--- src/rtl/rom_load_pkg.sv ---
// rom_load_pkg: shared state encoding, register offsets and CTRL bit positions for the ROM loader.
package rom_load_pkg;
    typedef enum logic [2:0] {
        HOLD    = 3'd0,
        LOAD    = 3'd1,
        FLUSH   = 3'd2,
        RELEASE = 3'd3,
        RUN     = 3'd4
    } state_t;
    localparam logic [1:0] REG_CTRL = 2'd0;
    localparam logic [1:0] REG_BASE = 2'd1;
    localparam logic [1:0] REG_DATA = 2'd2;
    localparam logic [1:0] REG_STAT = 2'd3;
    localparam int CTRL_START = 0;
    localparam int CTRL_DONE  = 1;
endpackage

--- src/rtl/byte_fifo.sv ---
// byte_fifo: synchronous first-word-fall-through byte FIFO; overflowing pushes and empty pops are dropped.
module byte_fifo #(
    parameter int DEPTH = 4
) (
    input  logic       i_clk,
    input  logic       i_rst,
    input  logic       i_push,
    input  logic       i_pop,
    input  logic [7:0] i_din,
    output logic [7:0] o_dout,
    output logic       o_full,
    output logic       o_empty
);
    localparam int AW = $clog2(DEPTH);
    logic [7:0]  r_mem [DEPTH];
    logic [AW-1:0] r_wp, r_rp;
    logic [AW:0]   r_cnt;
    logic w_push, w_pop;
    assign o_full  = r_cnt == (AW+1)'(DEPTH);
    assign o_empty = r_cnt == '0;
    assign w_push  = i_push & ~o_full;
    assign w_pop   = i_pop & ~o_empty;
    assign o_dout  = r_mem[r_rp];
    always_ff @(posedge i_clk) begin
        if (w_push) r_mem[r_wp] <= i_din;
    end
    always_ff @(posedge i_clk) begin
        if (i_rst) begin
            r_wp  <= '0;
            r_rp  <= '0;
            r_cnt <= '0;
        end else begin
            r_wp  <= w_push ? r_wp + AW'(1) : r_wp;
            r_rp  <= w_pop ? r_rp + AW'(1) : r_rp;
            r_cnt <= r_cnt + (AW+1)'(w_push) - (AW+1)'(w_pop);
        end
    end
endmodule

--- src/rtl/rom_load_ctrl.sv ---
// rom_load_ctrl: Avalon-MM ROM loader; buffers bytes, writes them to the cartridge ROM and
// sequences the NES reset, then hands the ROM port to the NES read path in RUN.
module rom_load_ctrl
    import rom_load_pkg::*;
#(
    parameter int ADDR_W     = 16,
    parameter int FIFO_DEPTH = 4,
    parameter int REL_CYCLES = 16
) (
    input  logic              CLK,
    input  logic              RESET,
    input  logic [1:0]        AVL_ADDR,
    input  logic              AVL_CS,
    input  logic              AVL_WRITE,
    input  logic              AVL_READ,
    input  logic [31:0]       AVL_WRITEDATA,
    output logic [31:0]       AVL_READDATA,
    output logic              AVL_WAITREQUEST,
    input  logic [ADDR_W-1:0] NES_ADDR,
    output logic [ADDR_W-1:0] ROM_ADDR,
    output logic [7:0]        TO_ROM,
    output logic              WRITE_ROM,
    output logic              NES_RESET,
    output logic              LOADING
);
    localparam int CW = $clog2(REL_CYCLES) + 1;
    localparam logic [ADDR_W:0] CNT_MAX = {1'b1, {ADDR_W{1'b0}}};
    state_t            r_state;
    logic [CW-1:0]     r_rel_cnt;
    logic              r_nes_reset, r_loading, r_write_rom;
    logic [7:0]        r_to_rom;
    logic [ADDR_W-1:0] r_wr_addr, r_ptr;
    logic [ADDR_W:0]   r_count;
    logic [31:0]       r_readdata, w_rdata;
    logic w_wr, w_rd, w_push, w_pop, w_base, w_start, w_done, w_enter_load;
    logic w_full, w_empty, w_unused;
    logic [7:0] w_dout;
    assign w_wr         = AVL_CS & AVL_WRITE;
    assign w_rd         = AVL_CS & AVL_READ;
    assign w_push       = w_wr & (AVL_ADDR == REG_DATA) & ~w_full;
    assign w_base       = w_wr & (AVL_ADDR == REG_BASE);
    assign w_start      = w_wr & (AVL_ADDR == REG_CTRL) & AVL_WRITEDATA[CTRL_START];
    assign w_done       = w_wr & (AVL_ADDR == REG_CTRL) & AVL_WRITEDATA[CTRL_DONE];
    assign w_pop        = ((r_state == LOAD) | (r_state == FLUSH)) & ~w_empty;
    assign w_enter_load = w_start & ((r_state == HOLD) | (r_state == RUN));
    assign w_unused     = &{1'b0, AVL_WRITEDATA[31:ADDR_W]};
    assign AVL_WAITREQUEST = w_wr & (AVL_ADDR == REG_DATA) & w_full;
    assign AVL_READDATA = r_readdata;
    assign ROM_ADDR     = (r_state == RUN) ? NES_ADDR : r_wr_addr;
    assign WRITE_ROM    = r_write_rom & (r_state != RUN);
    assign TO_ROM       = r_to_rom;
    assign NES_RESET    = r_nes_reset;
    assign LOADING      = r_loading;
    assign w_rdata = (AVL_ADDR == REG_CTRL) ? {29'b0, w_empty, w_full, r_loading} :
                     (AVL_ADDR == REG_BASE) ? 32'(r_ptr) :
                     (AVL_ADDR == REG_DATA) ? {29'b0, r_state} :
                     (AVL_ADDR == REG_STAT) ? 32'(r_count) : '0;

    byte_fifo #(.DEPTH(FIFO_DEPTH)) u_fifo (
        .i_clk  (CLK),
        .i_rst  (RESET),
        .i_push (w_push),
        .i_pop  (w_pop),
        .i_din  (AVL_WRITEDATA[7:0]),
        .o_dout (w_dout),
        .o_full (w_full),
        .o_empty(w_empty)
    );

    // A BASE write overrides the post-pop increment; the popped byte already latched the old pointer.
    always_ff @(posedge CLK) begin
        if (RESET) begin
            r_write_rom <= 1'b0;
            r_to_rom    <= '0;
            r_wr_addr   <= '0;
            r_ptr       <= '0;
            r_count     <= '0;
            r_readdata  <= '0;
        end else begin
            r_write_rom <= w_pop;
            r_to_rom    <= w_pop ? w_dout : r_to_rom;
            r_wr_addr   <= w_pop ? r_ptr : r_wr_addr;
            r_ptr       <= w_base ? AVL_WRITEDATA[ADDR_W-1:0] : w_pop ? r_ptr + ADDR_W'(1) : r_ptr;
            r_count     <= w_enter_load ? '0 : (w_pop && r_count != CNT_MAX) ? r_count + (ADDR_W+1)'(1) : r_count;
            r_readdata  <= w_rd ? w_rdata : '0;
        end
    end

    always_ff @(posedge CLK) begin
        if (RESET) begin
            r_state     <= HOLD;
            r_rel_cnt   <= '0;
            r_nes_reset <= 1'b1;
            r_loading   <= 1'b1;
        end else begin
            case (r_state)
                HOLD, RUN: if (w_start) begin
                    r_state     <= LOAD;
                    r_nes_reset <= 1'b1;
                    r_loading   <= 1'b1;
                end
                LOAD: if (w_done) r_state <= FLUSH;
                FLUSH: if (w_empty && !w_push) begin
                    r_state   <= RELEASE;
                    r_rel_cnt <= CW'(REL_CYCLES - 1);
                end
                RELEASE: if (r_rel_cnt == '0) begin
                    r_state     <= RUN;
                    r_nes_reset <= 1'b0;
                    r_loading   <= 1'b0;
                end else begin
                    r_rel_cnt <= r_rel_cnt - CW'(1);
                end
                default: r_state <= HOLD;
            endcase
        end
    end
endmodule
--- config.mk ---
export PLATFORM = sky130hd
export DESIGN_NAME = rom_load_ctrl
export DESIGN_NICKNAME = d
export VERILOG_FILES = /design/src/rtl/rom_load_pkg.sv /design/src/rtl/byte_fifo.sv /design/src/rtl/rom_load_ctrl.sv
export SDC_FILE = /design/constraint.sdc
export NUM_CORES = 1
export LEC_CHECK = 0
export CELL_PAD_IN_SITES_DETAIL_PLACEMENT = 0
export CELL_PAD_IN_SITES_GLOBAL_PLACEMENT = 1
export CORE_MARGIN = 1
export CORE_UTILIZATION = 35
export CTS_BUF_LIST = sky130_fd_sc_hd__clkbuf_8
export CTS_CLUSTER_DIAMETER = 50
export DETAILED_ROUTE_END_ITERATION = 10
export GPL_TIMING_DRIVEN = 0
export PLACE_DENSITY = 0.83
export SLEW_MARGIN = 20
export SYNTH_ARGS = -nofsm -noshare
export SYNTH_HDL_FRONTEND = slang
export SYNTH_SLANG_ARGS = --single-unit
--- constraint.sdc ---
create_clock -name CLK -period 7.1 [get_ports CLK]
set_clock_uncertainty 0.1 [all_clocks]
set_input_delay 1.42 -clock CLK [delete_from_list [all_inputs] [get_ports CLK]]
set_output_delay 1.42 -clock CLK [all_outputs]
set_load 0.005 [all_outputs]
==> impl_summary.log, run 1 <==
[metrics] power per cell area: ~230 mW/mm2
[metrics] arrival time at the worst endpoint: 3.24 ns
[metrics] combinational share of power: 14.1%
[metrics] post-synthesis cell area: between 0.005 and 0.006 mm2
[metrics] critical path required time: 5.58 ns
[metrics] # IOs: 115
[metrics] core area: 0.01606 mm2
[metrics] pin count of the biggest net entering global routing: 17
[metrics] achievable frequency: 210.2 MHz
[metrics] Routed Antenna Nets: 0
[metrics] number of cells on the worst hold path: 2
[metrics] Total Wirelength: 15.10 mm
[metrics] drt via density: roughly 5.2
[metrics] drt wl/cell: 16.10 um
[metrics] Avg Inst Size Synth: 9.788 um2
[metrics] final total negative setup slack: 0 ns
[metrics] number of placement rows: 46
[metrics] classification of the worst setup path: input pin to primary output
[metrics] class of the most critical hold timing path: flop to flop
[metrics] hold-fix buffers at CTS: 0
[metrics] sinks on the clock net: 123
[metrics] area enclosed by the die boundary: 0.01710 mm2
[metrics] Synth Flop Type: dfxtp_1
[metrics] number of vias in the routed layout: between 4000 and 5000
[metrics] fill cell instance count of the final layout: 1473
[metrics] dominant cells by area after synthesis: dfxtp_1 (31%), edfxtp_1 (17%), nand2_1 (4.2%)
[metrics] Reg clk slew, reported paths: roughly 0.060 ns
[metrics] routability-driven placement congestion ratio: 0.8274
[metrics] minimum setup slack among reg-to-reg paths: 3.68 ns
[metrics] gate count of the mapped netlist: 593
[metrics] depth of the worst register-to-register path: 13
[metrics] fraction of the core area covered by cells at the end of the flow: a little under half
[metrics] Worst setup EP type: primary output
[metrics] wire length of the first global-routing pass: around 24 mm
[metrics] cell at the root of the clock tree: clkbuf_8
[metrics] leakage component of the power: about 2.5 nW
[metrics] number of nets in the final layout: 779
[metrics] overall power consumption: 1.682 mW
[metrics] startpoint type of the worst setup path: input pin
[metrics] number of buffers added by the clock tree synthesis step: 17
[metrics] end point of the worst hold path: r_wr_addr[9]$_SDFFE_PP0P_
[metrics] launch point of the worst hold path: r_wr_addr[9]$_SDFFE_PP0P_
[metrics] die extent in y: 130.8 um
[metrics] worst vdd rail ir drop: between 0.0001 and 0.00015 V
[metrics] share of cells above drive strength 1: between 10% and 20%
[metrics] Crit Path Max Fanout: 8
[metrics] part of the total power dissipated in the clock network: around two fifths
[metrics] Yosys warnings: 0
[metrics] post-route cell area: 0.007400 mm2
[metrics] FF-to-FF End: u_fifo.r_cnt[2]$_SDFF_PP0_
[metrics] register bit total from synthesis: 123
[metrics] fraction of power spent switching nets: 26.07%
[metrics] async set or reset register ratio after synthesis: 0%
[metrics] placed inst area: between 0.006 and 0.007 mm2
[metrics] via count of the first global-routing pass: 4704
[metrics] number of remaining DRC errors: 0
[metrics] transition time of the tightest slew-check pin: 0.7866 ns
[metrics] storage element area: 0.002783 mm2
[metrics] total half-perimeter wirelength after legalization and detailed placement: 11.05 mm
[metrics] global-route total usage across every layer: a little under a fifth
[metrics] launch point of the worst reg-to-reg path: u_fifo.r_cnt[2]$_SDFF_PP0_
[metrics] TritonCTS clock tree: yes
[metrics] count of H-tree levels built during CTS: 4
[metrics] share of power burned in registers: ~45%
[metrics] buffers added on ports: 83
[metrics] setup violators final: 0
[metrics] effective utilization at floorplan: 36.15%
[metrics] antenna fix cells: 0
[metrics] count of cell types in the netlist: 58
[metrics] die span in x: approximately 130 um
[metrics] Remaining Overflow, GRT: 0
[metrics] number of instances resized during post-cts repair: 0
[metrics] Setup Fix Bufs, Post-CTS: 0
[metrics] max-cap viol count: 0
[metrics] number of detailed-routing iterations run before antenna repair: 5
[metrics] max_slew headroom: 47.56%
[metrics] Skew-Pair Late Insertion Delay: 0.45 ns
[metrics] shortest period the worst path allows: 4.758 ns
[metrics] initial antenna violation count: 0
[metrics] share of the synthesized area in the top cell type: 31.39%
[metrics] biggest area consumer among synthesized cells: dfxtp_1
[metrics] Hold WS: around 0.36 ns
[metrics] CTS max path bufs: 2
[metrics] period utilisation layout: around two thirds
[metrics] sequential-to-total area share from yosys stat: 47.94%
[metrics] power dissipated by switching net loads: 0.4385 mW
[metrics] outcome: complete, no violations
[metrics] setup repair after global routing missed its margin: no
[metrics] fin. max-slew vios: 0
[metrics] internal power: 1.243 mW
[metrics] final hold violation count: 0
[metrics] layout overhead on the synthesized area: 27.48%
[metrics] detailed router's first-iteration violation count: 397
[metrics] Post-synth EDFFs: 32
[metrics] total area of multi-input combinational cells: 0.002695 mm2
sequential cells by signal, summed over array words and instances, names as in the netlist:
register / cells
r_count: 17
r_write_rom: 1
r_wr_addr: 16
u_fifo.r_mem: 32
r_ptr: 16
TO_ROM: 8
r_state: 3
r_rel_cnt: 5
u_fifo.r_wp: 2
u_fifo.r_cnt: 3
LOADING: 1
AVL_READDATA: 17
u_fifo.r_rp: 2
cells in the final DEF (no fill, tap or decap), types with 6 or more instances in the layout:
cell	synthesis	routed
nor2_1	43	43
and2_1	6	6
a311oi_1	10	10
nand4_1	7	7
nor2b_1	7	7
o31ai_1	13	13
xnor2_1	14	14
inv_1	19	21
buf_4	17	17
mux2_2	16	16
nor4b_1	6	6
ha_1	14	14
conb_1	1	15
or4_1	11	11
nand3_1	15	15
dfxtp_1	91	91
clkdlybuf4s50_1	0	83
buf_2	6	6
a22oi_1	13	13
mux4_2	8	8
clkbuf_1	32	32
nand3b_1	6	6
o21ai_0	11	11
nor4_1	8	8
a21oi_1	46	46
and4_1	6	6
nand2_1	65	65
or3_1	11	11
clkbuf_8	0	17
edfxtp_1	32	32
synth_stat cells, drive strengths merged (11+ instances only):
cell type and n:
a22oi 13, inv 19, clkbuf 32, a21oi 46
edfxtp 32, o21ai 11, or3 12, dfxtp 91
buf 27, xnor2 14, mux2 16, nand2 65
nor2 43, ha 14, o31ai 13, nand3 15
or4 11
metrics by stage:
| stage | cells | worst slack [ns] |
|---|---|---|
| floorplan | 607 | 3.474 |
| global placement | 906 | 2.349 |
| detailed placement | 906 | 2.328 |
| CTS | 938 | 2.330 |
| global route | 938 | 2.201 |
| finish | 938 | 2.342 |
critical path, stage by stage:
cell             delay, ns
clkdlybuf4s50_1       0.46
inv_1                 0.10
ha_1                  0.30
and3_1                0.26
and3_1                0.19
clkdlybuf4s50_1       0.51
worst max-delay path by stage:
stage,from,end,slack [ns],depth (start not counted)
after floorplan,AVL_ADDR[0],AVL_WAITREQUEST,3.47,4
after global placement,AVL_ADDR[0],AVL_WAITREQUEST,2.35,6
after detailed placement,AVL_ADDR[0],AVL_WAITREQUEST,2.33,6
after CTS,AVL_ADDR[0],AVL_WAITREQUEST,2.33,6
after global routing,AVL_ADDR[0],AVL_WAITREQUEST,2.20,6
final,AVL_ADDR[0],AVL_WAITREQUEST,2.34,6
power groups by stage:
| stage | Sequential (mW) | Combinational, mW | Clock, mW |
|---|---|---|---|
| 5_1_grt | 0.754 | 0.260 | 0.729 |
| 3_5_place_dp | 0.767 | 0.236 | 0 |
| 2_1_floorplan | 0.763 | 0.154 | 0 |
| 3_3_place_gp | 0.766 | 0.228 | 0 |
| 6_report | 0.752 | 0.238 | 0.692 |
| 4_1_cts | 0.752 | 0.237 | 0.701 |
cells by family after synthesis:
logic type / share of synthesized area [%]
flip-flops: 47.94
buffers and inverters: 6.532
AO/OA/AOI/OAI: 14.27
adder cells (fa/ha/maj): 3.363
multiplexers: 6.553
AND/OR/NAND/NOR: 18.71
XOR/XNOR: 2.565
other: 0.06461
cell type report:
cell class / count / area share, %
flip-flops and latches: 123 / 37.61
multi-input cells: 406 / 36.42
repair buffers: 83 / 11.23
plain buffers: 59 / 4.160
well taps: 216 / 3.652
clock buffers: 17 / 3.162
clock inverters: 15 / 2.807
inverters: 19 / 0.9638
per-layer routing:
metal  part of all wire, %  track usage [%]  up-vias
met4                   1.4            6.018        0
met3                   6.9            4.153       20
li1                      -                -     2358
met1                    45            23.99     2302
met2                    47            30.19      190
met5                     0                0        -
No activity file was read; power rests on OpenSTA's default activity.
==> inputs of run 2 (changes only) <==
clock period = 4.6 ns   (was 7.1 ns; I/O delays follow)
==> results of run 2 <==
The final DEF is identical to that of run 1. Status: complete, no violations.
Main changes from that run: setup slack after placement 2.328 ns -> 0.7341 ns; clock-pin slew on the worst setup and hold paths 0.06 ns -> 0.08 ns; setup slack after layout 2.342 ns -> 0.6217 ns; start point of the critical path AVL_ADDR[0] -> r_state[0]$_SDFFE_PP0P_; end point of the critical path AVL_WAITREQUEST -> ROM_ADDR[8]; register-to-register setup slack 3.68 ns -> 1.18 ns; total power 1.682 mW -> 2.596 mW; worst IR drop on VDD 0.0001344 V -> 0.0002075 V
==> patch, RTL diff (settings of run 1) <==
Reset style: asynchronous (`RESET` and `i_rst`), changed in 3 clocked blocks. Comments in the files are not updated.
--- a/src/rtl/byte_fifo.sv
+++ b/src/rtl/byte_fifo.sv
@@ -24,7 +24,7 @@
     always_ff @(posedge i_clk) begin
         if (w_push) r_mem[r_wp] <= i_din;
     end
-    always_ff @(posedge i_clk) begin
+    always_ff @(posedge i_clk or posedge i_rst) begin
         if (i_rst) begin
             r_wp  <= '0;
             r_rp  <= '0;
--- a/src/rtl/rom_load_ctrl.sv
+++ b/src/rtl/rom_load_ctrl.sv
@@ -68,7 +68,7 @@
     );
 
     // A BASE write overrides the post-pop increment; the popped byte already latched the old pointer.
-    always_ff @(posedge CLK) begin
+    always_ff @(posedge CLK or posedge RESET) begin
         if (RESET) begin
             r_write_rom <= 1'b0;
             r_to_rom    <= '0;
@@ -86,7 +86,7 @@
         end
     end
 
-    always_ff @(posedge CLK) begin
+    always_ff @(posedge CLK or posedge RESET) begin
         if (RESET) begin
             r_state     <= HOLD;
             r_rel_cnt   <= '0;
Function: differs if RESET is asserted again (counterexample within 4 cycles, from zero or initial values and one cycle with RESET high); with RESET held inactive, the same outputs for 10 cycles.
==> patch against run 1 <==
First-iteration DRC count fell by 18%. Register-to-register slack improved by 0.44 ns. Die area rose by 1.1%. Worst setup slack got worse by 0.23 ns. Sequential cell count did not move. Wire length fell by 9.2%. Non-clock buffer count fell by 17. Synthesized cell count fell by 9.9%. Synthesized area rose by 1.1%. Global-route usage fell by 1.7 points. Design area rose by 0.93%. Highest routed layer unchanged.
Power is not compared: it rests on default switching activity, and its combinational part moved more than twofold at a synthesized area within 25%.
==> patch: results (changes against run 1) <==
* Outcome: finished, final reports clean
* Gpl congestion at 0.833 (+0.66%)
* Min-delay src: r_wr_addr[4]
* FFs w/ async S/R, synth at 0.740 (+0.740)
* Worst vdd ir at 0.157 mV
* PortBufs at 82 (-1.2%)
* Post-DP HPWL at 9.84 mm (-11%)
* RR Startpoint: u_fifo.r_cnt[2]
* Crit path arrival time at 3.47 ns (+0.23 ns)
* Largest net degree at the start of global routing at 54 (+37)
* Post-cts sizing count at 0 (unchanged)
* First drt pass iteration count at 4 (-1)
* Biggest register: u_fifo.r_mem
* Post-synth top cells: nand2_1, dfrtp_1, nor2_1
* Rel. slew slack at 0.462 (-0.0133)
* Routed WL at 13.7 mm (-9.2%)
* Reg-to-reg critical path endpoint: u_fifo.r_cnt[2]
* Register area share after synthesis at 0.552 (+0.0724)
* Post-Synth Adder-Cell Area at 0.0247 (-0.00891)
* Initial antenna violation count at 0 (unchanged)
* Synth Area in Compound Gates at 0.0286 (-0.114)
* Worst R2R Path Depth at 10 (-3)
* CP max FO at 10 (+2)
* First-pass GRT wire length at 22.4 mm (-6.2%)
* Mux contribution to synthesized area at 0.0987 (+0.0331)
* Layout cells sized above 1 at 0.139 (+0.0224)
* Fillers at 1475 (+0.14%)
* Gr usage total at 0.167 (-0.0173)
* Setup slack, reg-to-reg at 4.12 ns (+0.44 ns)
* Routed vias at 4198 (-14%)
* Netlist cell types at 47 (-19%)
* Most common flop cell mapped by yosys: dfrtp_1
* Worst hold slack at 0.376 ns (+0.0175 ns)
* Top post-synthesis cells by area: dfrtp_1, edfxtp_1, nand2_1, xnor2_1, mux4_2
* Worst-path clk slew at 0.08 ns (+0.02 ns)
* Clk_lat worst skew at 0.45 ns (about the same)
* Nets@finish at 716 (-8.1%)
* Hold worst-path end: r_wr_addr[4]
* Vias in the first global route at 4311 (-8.4%)
* XOR/XNOR share of the synthesized area at 0.0552 (+0.0295)
* DR iter-0 viols at 326 (-18%)
==> patch: how the worst max path moves through the flow <==
stage / startpoint / endpoint / slack [ns]
2_1_floorplan: RESET / AVL_READDATA[0] / 3.22
3_3_place_gp: RESET / AVL_READDATA[4] / 1.83
3_5_place_dp: AVL_ADDR[1] / AVL_WAITREQUEST / 2.10
4_1_cts: AVL_ADDR[1] / AVL_WAITREQUEST / 2.08
5_1_grt: AVL_ADDR[1] / AVL_WAITREQUEST / 2.02
6_report: AVL_ADDR[1] / AVL_WAITREQUEST / 2.11
==> patch: layer usage <==
metal | routed length [um] | part of all wire | track usage
met1 | 5940 | 0.43 | 0.198
met2 | 6990 | 0.51 | 0.292
met3 | 529 | 0.039 | 0.0343
met4 | 254 | 0.019 | 0.0678
met5 | 0 | 0 | 0
==> patch: final cells by class <==
type	instances	share of cell area
sequential	123	0.434
clock inverter	15	0.0265
clock buffer	17	0.0313
buffer	42	0.0312
timing repair buffer	83	0.113
tap	216	0.0362
multi-input combinational	365	0.319
inverter	18	0.00938
==> patch: stage by stage <==
stage	setup WS, ns	std cells	util	cell area (sq um)	power, mW
floorplan	3.22	548	-	5920	1.86
global placement	1.83	846	0.435	7010	2.24
detailed placement	2.10	847	0.437	7040	2.29
CTS	2.08	879	0.463	7470	2.97
global route	2.02	879	0.463	7470	3.16
finish	2.11	879	0.463	7470	2.96
==> patch: critical path: stages <==
cell and delay [ns]:
clkdlybuf4s50_1 0.56, buf_1 0.49, nand4b_1 0.24, nor2b_1 0.22, clkdlybuf4s50_1 0.53
